`config.mk`:
```
export PLATFORM = sky130hd
export DESIGN_NAME = mdu_seq_flat
export DESIGN_NICKNAME = d
export VERILOG_FILES = /design/src/rtl/mdu_seq_if.sv /design/src/rtl/mdu_seq.sv /design/src/flat_wrapper.sv
export SDC_FILE = /design/constraint.sdc
export NUM_CORES = 1
export LEC_CHECK = 0
export CAP_MARGIN = 40
export CORE_MARGIN = 10
export CORE_UTILIZATION = 55
export CTS_BUF_LIST = sky130_fd_sc_hd__clkbuf_4 sky130_fd_sc_hd__clkbuf_8
export CTS_CLUSTER_DIAMETER = 120
export DETAILED_ROUTE_END_ITERATION = 12
export DONT_BUFFER_PORTS = 1
export GPL_ROUTABILITY_DRIVEN = 0
export PLACE_DENSITY = 0.7
export SLEW_MARGIN = 20
export SYNTH_ARGS = -nofsm -noshare
export SYNTH_HDL_FRONTEND = slang
export SYNTH_SLANG_ARGS = --single-unit
```
`constraint.sdc`:
```
create_clock -name clk_i -period 7.3 [get_ports clk_i]
set_input_delay 1.825 -clock clk_i [delete_from_list [all_inputs] [get_ports clk_i]]
set_output_delay 1.825 -clock clk_i [all_outputs]
set_load 0.01 [all_outputs]
```
`src/rtl/mdu_seq_if.sv`:
```
// mdu_seq_if: request/response bundle between the execute stage and the
// iterative multiply/divide unit.
//   start_i  request strobe (sampled by the unit only while idle)
//   op_i     RV32M funct3
//   a_i/b_i  rs1/rs2 operands
//   busy_o   unit occupied, core must stall
//   valid_o  one-cycle result strobe
//   result_o result, held until overwritten by the next completed op
interface mdu_seq_if;
  logic        start_i;
  logic [2:0]  op_i;
  logic [31:0] a_i;
  logic [31:0] b_i;
  logic        busy_o;
  logic        valid_o;
  logic [31:0] result_o;

  // Requester side (core / testbench)
  modport master (
    output start_i, op_i, a_i, b_i,
    input  busy_o, valid_o, result_o
  );

  // Unit side
  modport slave (
    input  start_i, op_i, a_i, b_i,
    output busy_o, valid_o, result_o
  );
endinterface

```
`src/rtl/mdu_seq.sv`:
```
// mdu_seq: iterative RV32M multiply/divide unit.
// Shift-add multiply and restoring divide, one bit per cycle, on unsigned
// magnitudes with a sign fix on the final iteration. Divide-by-zero and
// signed overflow complete in one cycle.
// Ports:
//   clk_i  clock, rising edge
//   rst_i  asynchronous active-high reset
//   bus    mdu_seq_if.slave (start_i/op_i/a_i/b_i in, busy_o/valid_o/result_o out)
module mdu_seq #(
  parameter int unsigned XLEN = 32,
  parameter int unsigned ITER = 32
) (
  input  logic      clk_i,
  input  logic      rst_i,
  mdu_seq_if.slave  bus
);

  localparam int unsigned CNT_W = $clog2(ITER);
  localparam logic [CNT_W-1:0] CNT_LAST = CNT_W'(ITER - 1);

  localparam logic [2:0] OP_MUL    = 3'b000;
  localparam logic [2:0] OP_MULH   = 3'b001;
  localparam logic [2:0] OP_MULHSU = 3'b010;
  localparam logic [2:0] OP_MULHU  = 3'b011;
  localparam logic [2:0] OP_DIV    = 3'b100;
  localparam logic [2:0] OP_DIVU   = 3'b101;
  localparam logic [2:0] OP_REM    = 3'b110;

  typedef enum logic [1:0] {
    IDLE = 2'd0,
    CALC = 2'd1,
    DONE = 2'd2
  } state_t;

  state_t            state_q, state_d;
  logic [CNT_W-1:0]  cnt_q, cnt_d;
  logic [XLEN-1:0]   hi_q, hi_d;     // product high half / partial remainder
  logic [XLEN-1:0]   lo_q, lo_d;     // multiplier / dividend, becomes product low / quotient
  logic [XLEN-1:0]   opnd_q, opnd_d; // multiplicand / divisor magnitude
  logic [2:0]        op_q, op_d;
  logic              neg_q, neg_d;         // negate product or quotient
  logic              neg_rem_q, neg_rem_d; // negate remainder (dividend sign)
  logic [XLEN-1:0]   result_q, result_d;
  logic              busy_q, busy_d;
  logic              valid_q, valid_d;

  // Operand decode and magnitudes for the request presented this cycle
  logic            is_div, a_signed, b_signed;
  logic            div_zero, div_ovf;
  logic [XLEN-1:0] a_mag, b_mag;

  always_comb begin
    is_div   = bus.op_i[2];
    a_signed = (bus.op_i == OP_MULH) || (bus.op_i == OP_MULHSU) ||
               (bus.op_i == OP_DIV)  || (bus.op_i == OP_REM);
    b_signed = (bus.op_i == OP_MULH) || (bus.op_i == OP_DIV) || (bus.op_i == OP_REM);
    a_mag    = (a_signed && bus.a_i[XLEN-1]) ? (~bus.a_i + XLEN'(1)) : bus.a_i;
    b_mag    = (b_signed && bus.b_i[XLEN-1]) ? (~bus.b_i + XLEN'(1)) : bus.b_i;
    div_zero = is_div && (bus.b_i == '0);
    // Only the signed ops (funct3[0]=0) can overflow
    div_ovf  = is_div && !bus.op_i[0] &&
               (bus.a_i == {1'b1, {(XLEN-1){1'b0}}}) && (bus.b_i == '1);
  end

  // One iteration of the shared datapath
  logic [XLEN:0]   mul_sum, div_shift, div_trial;
  logic [XLEN-1:0] hi_step, lo_step;

  always_comb begin
    mul_sum   = lo_q[0] ? ((XLEN+1)'(hi_q) + (XLEN+1)'(opnd_q)) : (XLEN+1)'(hi_q);
    div_shift = {hi_q, lo_q[XLEN-1]};
    div_trial = div_shift - {1'b0, opnd_q};
    if (op_q[2]) begin
      // Restoring divide: keep the subtraction only if it did not borrow
      if (!div_trial[XLEN]) begin
        hi_step = div_trial[XLEN-1:0];
        lo_step = {lo_q[XLEN-2:0], 1'b1};
      end else begin
        hi_step = div_shift[XLEN-1:0];
        lo_step = {lo_q[XLEN-2:0], 1'b0};
      end
    end else begin
      // Shift-add multiply: the carry lands in the top of the new high half
      hi_step = mul_sum[XLEN:1];
      lo_step = {mul_sum[0], lo_q[XLEN-1:1]};
    end
  end

  // Sign-fixed final result, computed from the last iteration's outputs
  logic [2*XLEN-1:0] prod, prod_fix;
  logic [XLEN-1:0]   quo_fix, rem_fix, final_res;

  always_comb begin
    prod     = {hi_step, lo_step};
    prod_fix = neg_q ? (~prod + (2*XLEN)'(1)) : prod;
    quo_fix  = neg_q ? (~lo_step + XLEN'(1)) : lo_step;
    rem_fix  = neg_rem_q ? (~hi_step + XLEN'(1)) : hi_step;
    case (op_q)
      OP_MUL:                       final_res = prod_fix[XLEN-1:0];
      OP_MULH, OP_MULHSU, OP_MULHU: final_res = prod_fix[2*XLEN-1:XLEN];
      OP_DIV, OP_DIVU:              final_res = quo_fix;
      default:                      final_res = rem_fix;
    endcase
  end

  // Next-state and register inputs
  always_comb begin
    state_d   = state_q;
    cnt_d     = cnt_q;
    hi_d      = hi_q;
    lo_d      = lo_q;
    opnd_d    = opnd_q;
    op_d      = op_q;
    neg_d     = neg_q;
    neg_rem_d = neg_rem_q;
    result_d  = result_q;

    case (state_q)
      IDLE: begin
        if (bus.start_i) begin
          op_d  = bus.op_i;
          cnt_d = '0;
          if (div_zero) begin
            state_d  = DONE;
            result_d = bus.op_i[1] ? bus.a_i : '1;
          end else if (div_ovf) begin
            // a is 0x80000000 here, which is the DIV result
            state_d  = DONE;
            result_d = bus.op_i[1] ? '0 : bus.a_i;
          end else begin
            state_d   = CALC;
            hi_d      = '0;
            lo_d      = is_div ? a_mag : b_mag;
            opnd_d    = is_div ? b_mag : a_mag;
            neg_d     = (a_signed && bus.a_i[XLEN-1]) ^ (b_signed && bus.b_i[XLEN-1]);
            neg_rem_d = is_div && a_signed && bus.a_i[XLEN-1];
          end
        end
      end
      CALC: begin
        hi_d  = hi_step;
        lo_d  = lo_step;
        cnt_d = cnt_q + CNT_W'(1);
        if (cnt_q == CNT_LAST) begin
          state_d  = DONE;
          cnt_d    = '0;
          result_d = final_res;
        end
      end
      DONE:    state_d = IDLE;
      default: state_d = IDLE;
    endcase

    busy_d  = (state_d != IDLE);
    valid_d = (state_d == DONE);
  end

  // State and datapath registers
  always_ff @(posedge clk_i or posedge rst_i) begin
    if (rst_i) begin
      state_q   <= IDLE;
      cnt_q     <= '0;
      hi_q      <= '0;
      lo_q      <= '0;
      opnd_q    <= '0;
      op_q      <= '0;
      neg_q     <= 1'b0;
      neg_rem_q <= 1'b0;
      result_q  <= '0;
      busy_q    <= 1'b0;
      valid_q   <= 1'b0;
    end else begin
      state_q   <= state_d;
      cnt_q     <= cnt_d;
      hi_q      <= hi_d;
      lo_q      <= lo_d;
      opnd_q    <= opnd_d;
      op_q      <= op_d;
      neg_q     <= neg_d;
      neg_rem_q <= neg_rem_d;
      result_q  <= result_d;
      busy_q    <= busy_d;
      valid_q   <= valid_d;
    end
  end

  assign bus.busy_o   = busy_q;
  assign bus.valid_o  = valid_q;
  assign bus.result_o = result_q;

endmodule

```
`src/flat_wrapper.sv`:
```
// flat-port wrapper written by rule: the top's interface ports become plain ports
module mdu_seq_flat 
#(
  parameter int unsigned XLEN = 32,
  parameter int unsigned ITER = 32
)
  (clk_i, rst_i, bus_start_i, bus_op_i, bus_a_i, bus_b_i, bus_busy_o, bus_valid_o, bus_result_o);
  mdu_seq_if bus_i ();
  input  logic clk_i;
  input  logic rst_i;
  input wire logic [$bits(bus_i.start_i)-1:0] bus_start_i;
  input wire logic [$bits(bus_i.op_i)-1:0] bus_op_i;
  input wire logic [$bits(bus_i.a_i)-1:0] bus_a_i;
  input wire logic [$bits(bus_i.b_i)-1:0] bus_b_i;
  output wire logic [$bits(bus_i.busy_o)-1:0] bus_busy_o;
  output wire logic [$bits(bus_i.valid_o)-1:0] bus_valid_o;
  output wire logic [$bits(bus_i.result_o)-1:0] bus_result_o;
  assign bus_i.start_i = bus_start_i;
  assign bus_i.op_i = bus_op_i;
  assign bus_i.a_i = bus_a_i;
  assign bus_i.b_i = bus_b_i;
  assign bus_busy_o = bus_i.busy_o;
  assign bus_valid_o = bus_i.valid_o;
  assign bus_result_o = bus_i.result_o;
  mdu_seq #(.XLEN(XLEN), .ITER(ITER)) u_core (.clk_i(clk_i), .rst_i(rst_i), .bus(bus_i));
endmodule
```
=== Word level (Yosys, flattened, before mapping) ===
Cells that the tools add are included.

* Add/subtract/negate cells: 8
* Equal/unequal tests: 19
* Mux-type cells: 36
* Bitwise operators: 8
* Reductions and logical operators: 26

{| class="wikitable"
|+ Operators by type and width
! operator !! number
|-
| $mux 32 || 21
|-
| $pmux 32 s2 || 3
|-
| $add 32x1->32 const B || 4
|-
| $not 32->32 || 4
|-
| $pmux 32 s3 || 1
|-
| $add 64x1->64 const B || 1
|-
| $eq 32x32->1 const B || 2
|-
| $mux 64 || 1
|-
| $not 64->64 || 1
|-
| $add 32x32->33 || 1
|-
| $mux 33 || 1
|-
| $sub 33x32->33 || 1
|-
| $logic_not 32->1 || 1
|-
| $eq 3x3->1 const B || 4
|-
| $reduce_and 4->1 || 3
|-
| $mux 5 || 2
|-
| $pmux 5 s2 || 1
|-
| $eq 3x2->1 const B || 3
|-
| $logic_and 1x1->1 || 8
|-
| $mux 2 || 4
|-
| $eq 3x1->1 const B || 2
|-
| $ne 2x2->1 const B || 3
|-
| $add 5x1->5 const B || 1
|-
| $eq 5x5->1 const B || 1
|-
| 16 further kinds || 23
|}

* Register bits after elaboration: 142
* Input port bits: 70

=== Logic depth before layout (Yosys ltp) ===
* Depth in word-level cells: 11
* Depth in mapped cells: 28
* Mapped depth without buffers: 25

=== Least setup slack after synthesis ===
OpenSTA, ideal clock, no wires.

* Path type: reg-to-reg
* Start: reg u_core.lo_q[31]
* End: reg u_core.result_q[30], in the netlist u_core.bus.result_o[30]
* Library setup time: 0.126 ns
* Arrival time: 5.326 ns
* Data required time: 7.174 ns
* Setup slack: 1.848 ns
* Cell stages (with the launch flop): 28
* Buffers on the path: 2
* Clock period less this slack: 5.452 ns
* Path through: dfrtp_1 > inv_1 > ha_1 > inv_1 > fa_1 > a211oi_2 > nor4_2 > a211oi_2 > nor2_1 > a21oi_1 > buf_2 > buf_2 > nor3_1 > a21o_1 > inv_1 > ha_1 > o21ai_0 > nand2b_1 > or3_1 > inv_1 > nand4_1 > nor2_1 > a21boi_0 > or4_4 > o41ai_2 > xnor2_1 > a221oi_1 > nor2_1

* Cells in the longest elaborated chain, start to end: 9

{| class="wikitable"
|+ Ends and longest elaborated chain
! element !! line !! RTL
|-
| start, declared || mdu_seq.sv:38 || <nowiki>logic [XLEN-1:0] lo_q, lo_d;</nowiki>
|-
| start signal, assigned || mdu_seq.sv:176 || <nowiki>lo_q <= lo_d;</nowiki>
|-
| $sub 33x32->33 || mdu_seq.sv:72 || <nowiki>div_trial = div_shift - {1'b0, opnd_q};</nowiki>
|-
| $mux 1 / $mux 32 (equally long branches) || mdu_seq.sv:75 || <nowiki>if (!div_trial[XLEN]) begin</nowiki>
|-
| $mux 32 || mdu_seq.sv:73 || <nowiki>if (op_q[2]) begin</nowiki>
|-
| $not 64->64, or another cell as far along || mdu_seq.sv:95 || <nowiki>prod_fix = neg_q ? (~prod + (2*XLEN)'(1)) : prod;</nowiki>
|-
| $add 64x1->64, or another cell as far along || mdu_seq.sv:95 ||
|-
| $mux 64, or another cell as far along || mdu_seq.sv:95 ||
|-
| $pmux 32 s3 * || mdu_seq.sv:98 || <nowiki>case (op_q)</nowiki>
|-
| $mux 32 * || mdu_seq.sv:144 || <nowiki>if (cnt_q == CNT_LAST) begin</nowiki>
|-
| $pmux 32 s2 * || mdu_seq.sv:118 || <nowiki>case (state_q)</nowiki>
|-
| end signal, assigned || mdu_seq.sv:181 || <nowiki>result_q <= result_d;</nowiki>
|-
| end, declared || mdu_seq.sv:43 || <nowiki>logic [XLEN-1:0] result_q, result_d;</nowiki>
|}

Every way passes the cells marked *; elsewhere a longest branch is shown, timed or not. The select of a mux whose other input is x is not followed.
A chain may end at the register's enable or synchronous reset.

=== Final worst setup path ===
* Start: reg u_core.lo_q[31]
* End: reg u_core.result_q[24], in the netlist u_core.bus.result_o[24]

The elaborated chain is that of the path after synthesis.

==> flow_summary.toml <==
[clock_network]
path_clk_slew_ns = 0.10
cts_htree_levels = 4
clock_path_buffers = 2
cts_hold_buffers = 0
root_buffer = "clkbuf_8"
insertion_delay_ns = 0.51
cts_tree = "yes"
numCtsBuffers = 17
post_cts_buffers = 0
clock-sinks = 142
cts_resized = 0

[route]
dr.pass1.iters = 8
route.detailed.drc = 0
antenna_left = 0
wirelength_mm = 64.3
avgRoutedWirePerCell_microns = 24.8
viasPerCell = 7.00
drtIter0Drc = 2630
vias = 18150

[final_layout]
syn_to_final_growth_pct = 4.86
final_area_sq_um = 17200
num_antenna_cells = 0
drive_above_1_share_pct = 6.26
nNetsFinal = 2333

[logic_synthesis]
synth-warning-count = 0
yosys.area.top_type = "dfrtp_1"
synth_area_leaders = "dfrtp_1 (22%), o21ai_0 (7.3%), a21oi_1 (5.9%)"
synth-async-reset-ratio_pct = 100
ys_seq_area_share_pct = 21.6
synth_top_area_share_pct = 21.6
synth_area_per_cell_sq_um = 7.26
ys_ff_latch = 142
syn_inst = 2260
synth_edf_count = 0
synth_cell_type_count = 93
ys.flop_type = "dfrtp_1"
syn_nets = 2403
synth.cell_area_sq_um = 16400

[grt]
grt_start_max_net_pins = 97
grt_pass1_vias = 16896
grt_antenna_before_repair = 4
grt_usage_pct = 34.1
overflow = 0
grt_pass1_wl_mm = 99.1

[run]
maxCapViolations = 0

[run_status]
status = "complete, no violations"

[worst_setup_path]
startpoint = "u_core.lo_q[31]"
end_kind = "register"
critPathKind = "register to register"
arrival_ns = 6.79
regToRegStartpoint = "u_core.lo_q[31]"
worst_ep_required_time_ns = 7.69
critPathMaxFanout = 15
crit_path_start_kind = "register"

[floorplanning]
design.core.area_sq_um = 29600
ios = 104
dieWidth_microns = 193
die_h_microns = 193
rows = 63
dieArea_sq_um = 37200
start_util_pct = 55.5

[sta]
worst_slew_pin_slew_ns = 1.06
maxSlewHeadroom_pct = 29.4
post-route-min-period_ns = 6.39
timing.setup.tns_ns = 0
setup_viol = 0
rsz0062_at_grt = "false"
drv_slew = 0
clock-skew-final_ns = 0.0250
period_share_pct = 87.6
hold_violations = 0
max_freq_mhz = 156

[worst_hold_path]
min_from = "u_core.opnd_q[11]"
min_path_type = "register to register"

[placed_design]
place_area_sq_um = 16800
numPortBuffers = 0
post-dp-hpwl_mm = 49.8
-- layout by cell type (no fill, tap or decap), types with 26 or more instances in the layout --
cell type / Yosys / layout
o31ai_1: 27 / 26
ha_1: 71 / 71
xnor2_1: 102 / 102
xor2_1: 75 / 75
nand2b_1: 27 / 26
a22o_1: 26 / 26
buf_4: 2 / 44
nor3_1: 67 / 67
nand3_1: 47 / 47
dfrtp_1: 142 / 140
inv_1: 70 / 69
a21o_1: 39 / 39
nand4_1: 37 / 37
nor2_1: 209 / 209
mux2i_1: 37 / 37
nand2_1: 259 / 259
a21oi_1: 195 / 195
a31oi_1: 28 / 28
a211oi_1: 35 / 35
o21ai_0: 238 / 238
-- sequential cells by signal (all words and copies together) (netlist names) --
| name | count |
|---|---|
| u_core.op_q | 3 |
| u_core.bus.result_o | 32 |
| u_core.neg_rem_q | 1 |
| u_core.bus.valid_o | 1 |
| u_core.hi_q | 32 |
| u_core.cnt_q | 5 |
| u_core.neg_q | 1 |
| u_core.state_q | 2 |
| u_core.lo_q | 32 |
| u_core.bus.busy_o | 1 |
| u_core.opnd_q | 32 |
-- logic make-up after synthesis --
logic type / after synthesis / synth area share [%]
multiplexers: 45 / 2.81
XOR/XNOR: 177 / 9.44
adder cells (fa/ha/maj): 86 / 6.45
AO/OA/AOI/OAI: 803 / 31.6
flip-flops: 142 / 21.6
buffers and inverters: 219 / 5.33
AND/OR/NAND/NOR: 788 / 22.7
-- critical path: stages, from the launching register on --
cell	delay, ns
dfrtp_1	0.44
inv_1	0.08
ha_1	0.16
inv_1	0.06
fa_1	0.45
a211oi_2	0.36
nor4_2	0.11
a211oi_2	0.40
or2_4	0.22
o311a_1	0.20
buf_4	0.21
nand2_2	0.30
mux2_2	0.37
a21oi_1	0.31
ha_1	0.29
and4_1	0.21
nand3_1	0.09
o211a_1	0.22
nor4_1	0.66
nand4_1	0.26
o41ai_1	0.48
xnor2_1	0.11
a221oi_1	0.25
nor2_1	0.07
-- cell usage after synthesis, types with 28 or more instances --
| master | instances |
|---|---|
| nand3_1 | 47 |
| nor2_1 | 209 |
| dfrtp_1 | 142 |
| a21oi_1 | 195 |
| clkbuf_1 | 104 |
| a21o_1 | 39 |
| nand2_1 | 259 |
| nand4_1 | 37 |
| ha_1 | 71 |
| inv_1 | 70 |
| nor3_1 | 67 |
| mux2i_1 | 37 |
| o21ai_0 | 238 |
| xor2_1 | 75 |
| xnor2_1 | 102 |
| a211oi_1 | 35 |
| a31oi_1 | 28 |
-- final cells by class --
| type | count | area (sq um) |
|---|---|---|
| timing repair buffer | 57 | 493 |
| multi-input combinational | 1899 | 12000 |
| clock inverter | 14 | 133 |
| sequential | 142 | 3560 |
| tap | 390 | 488 |
| clock buffer | 18 | 241 |
| fill | 2850 | 12300 |
| inverter | 73 | 279 |
-- stage by stage --
step	setup slack [ns]	cells	util [%]	hold slack, ns
after global placement	1.20	2546	56.4	0.492
after CTS	0.993	2588	58.0	0.525
after global routing	0.552	2593	58.2	0.555
after floorplan	1.67	2260	-	0.470
final	0.906	2593	58.2	0.524
after detailed placement	0.997	2556	56.7	0.501
-- worst paths after layout --
kind                                                 to  slack, ns  cells past startpoint
worst min register to register        u_core.opnd_q[11]       0.52                      2
worst min-delay path                  u_core.opnd_q[11]       0.52                      2
min in group asynchronous               u_core.lo_q[20]       1.32                      1
worst max-delay path            u_core.bus.result_o[24]       0.91                     23
worst max register to register  u_core.bus.result_o[24]       0.91                     23
max in group asynchronous             u_core.opnd_q[24]       4.80                      3
-- routing by layer --
metal  vias to the layer above  share of wire, %  routed length [microns]  GRT usage (%)
li1                       8202                 -                        -              -
met1                      8485                39                    24900           43.5
met2                      1200                43                    27500           51.9
met3                       259                12                     7900           8.78
met4                         4               6.3                     4040           18.5
met5                         -             0.036                       23              0
Power is left out: the tool's default activity adds up to more than one toggle a clock period on the data nets, which glitch-free logic cannot reach.
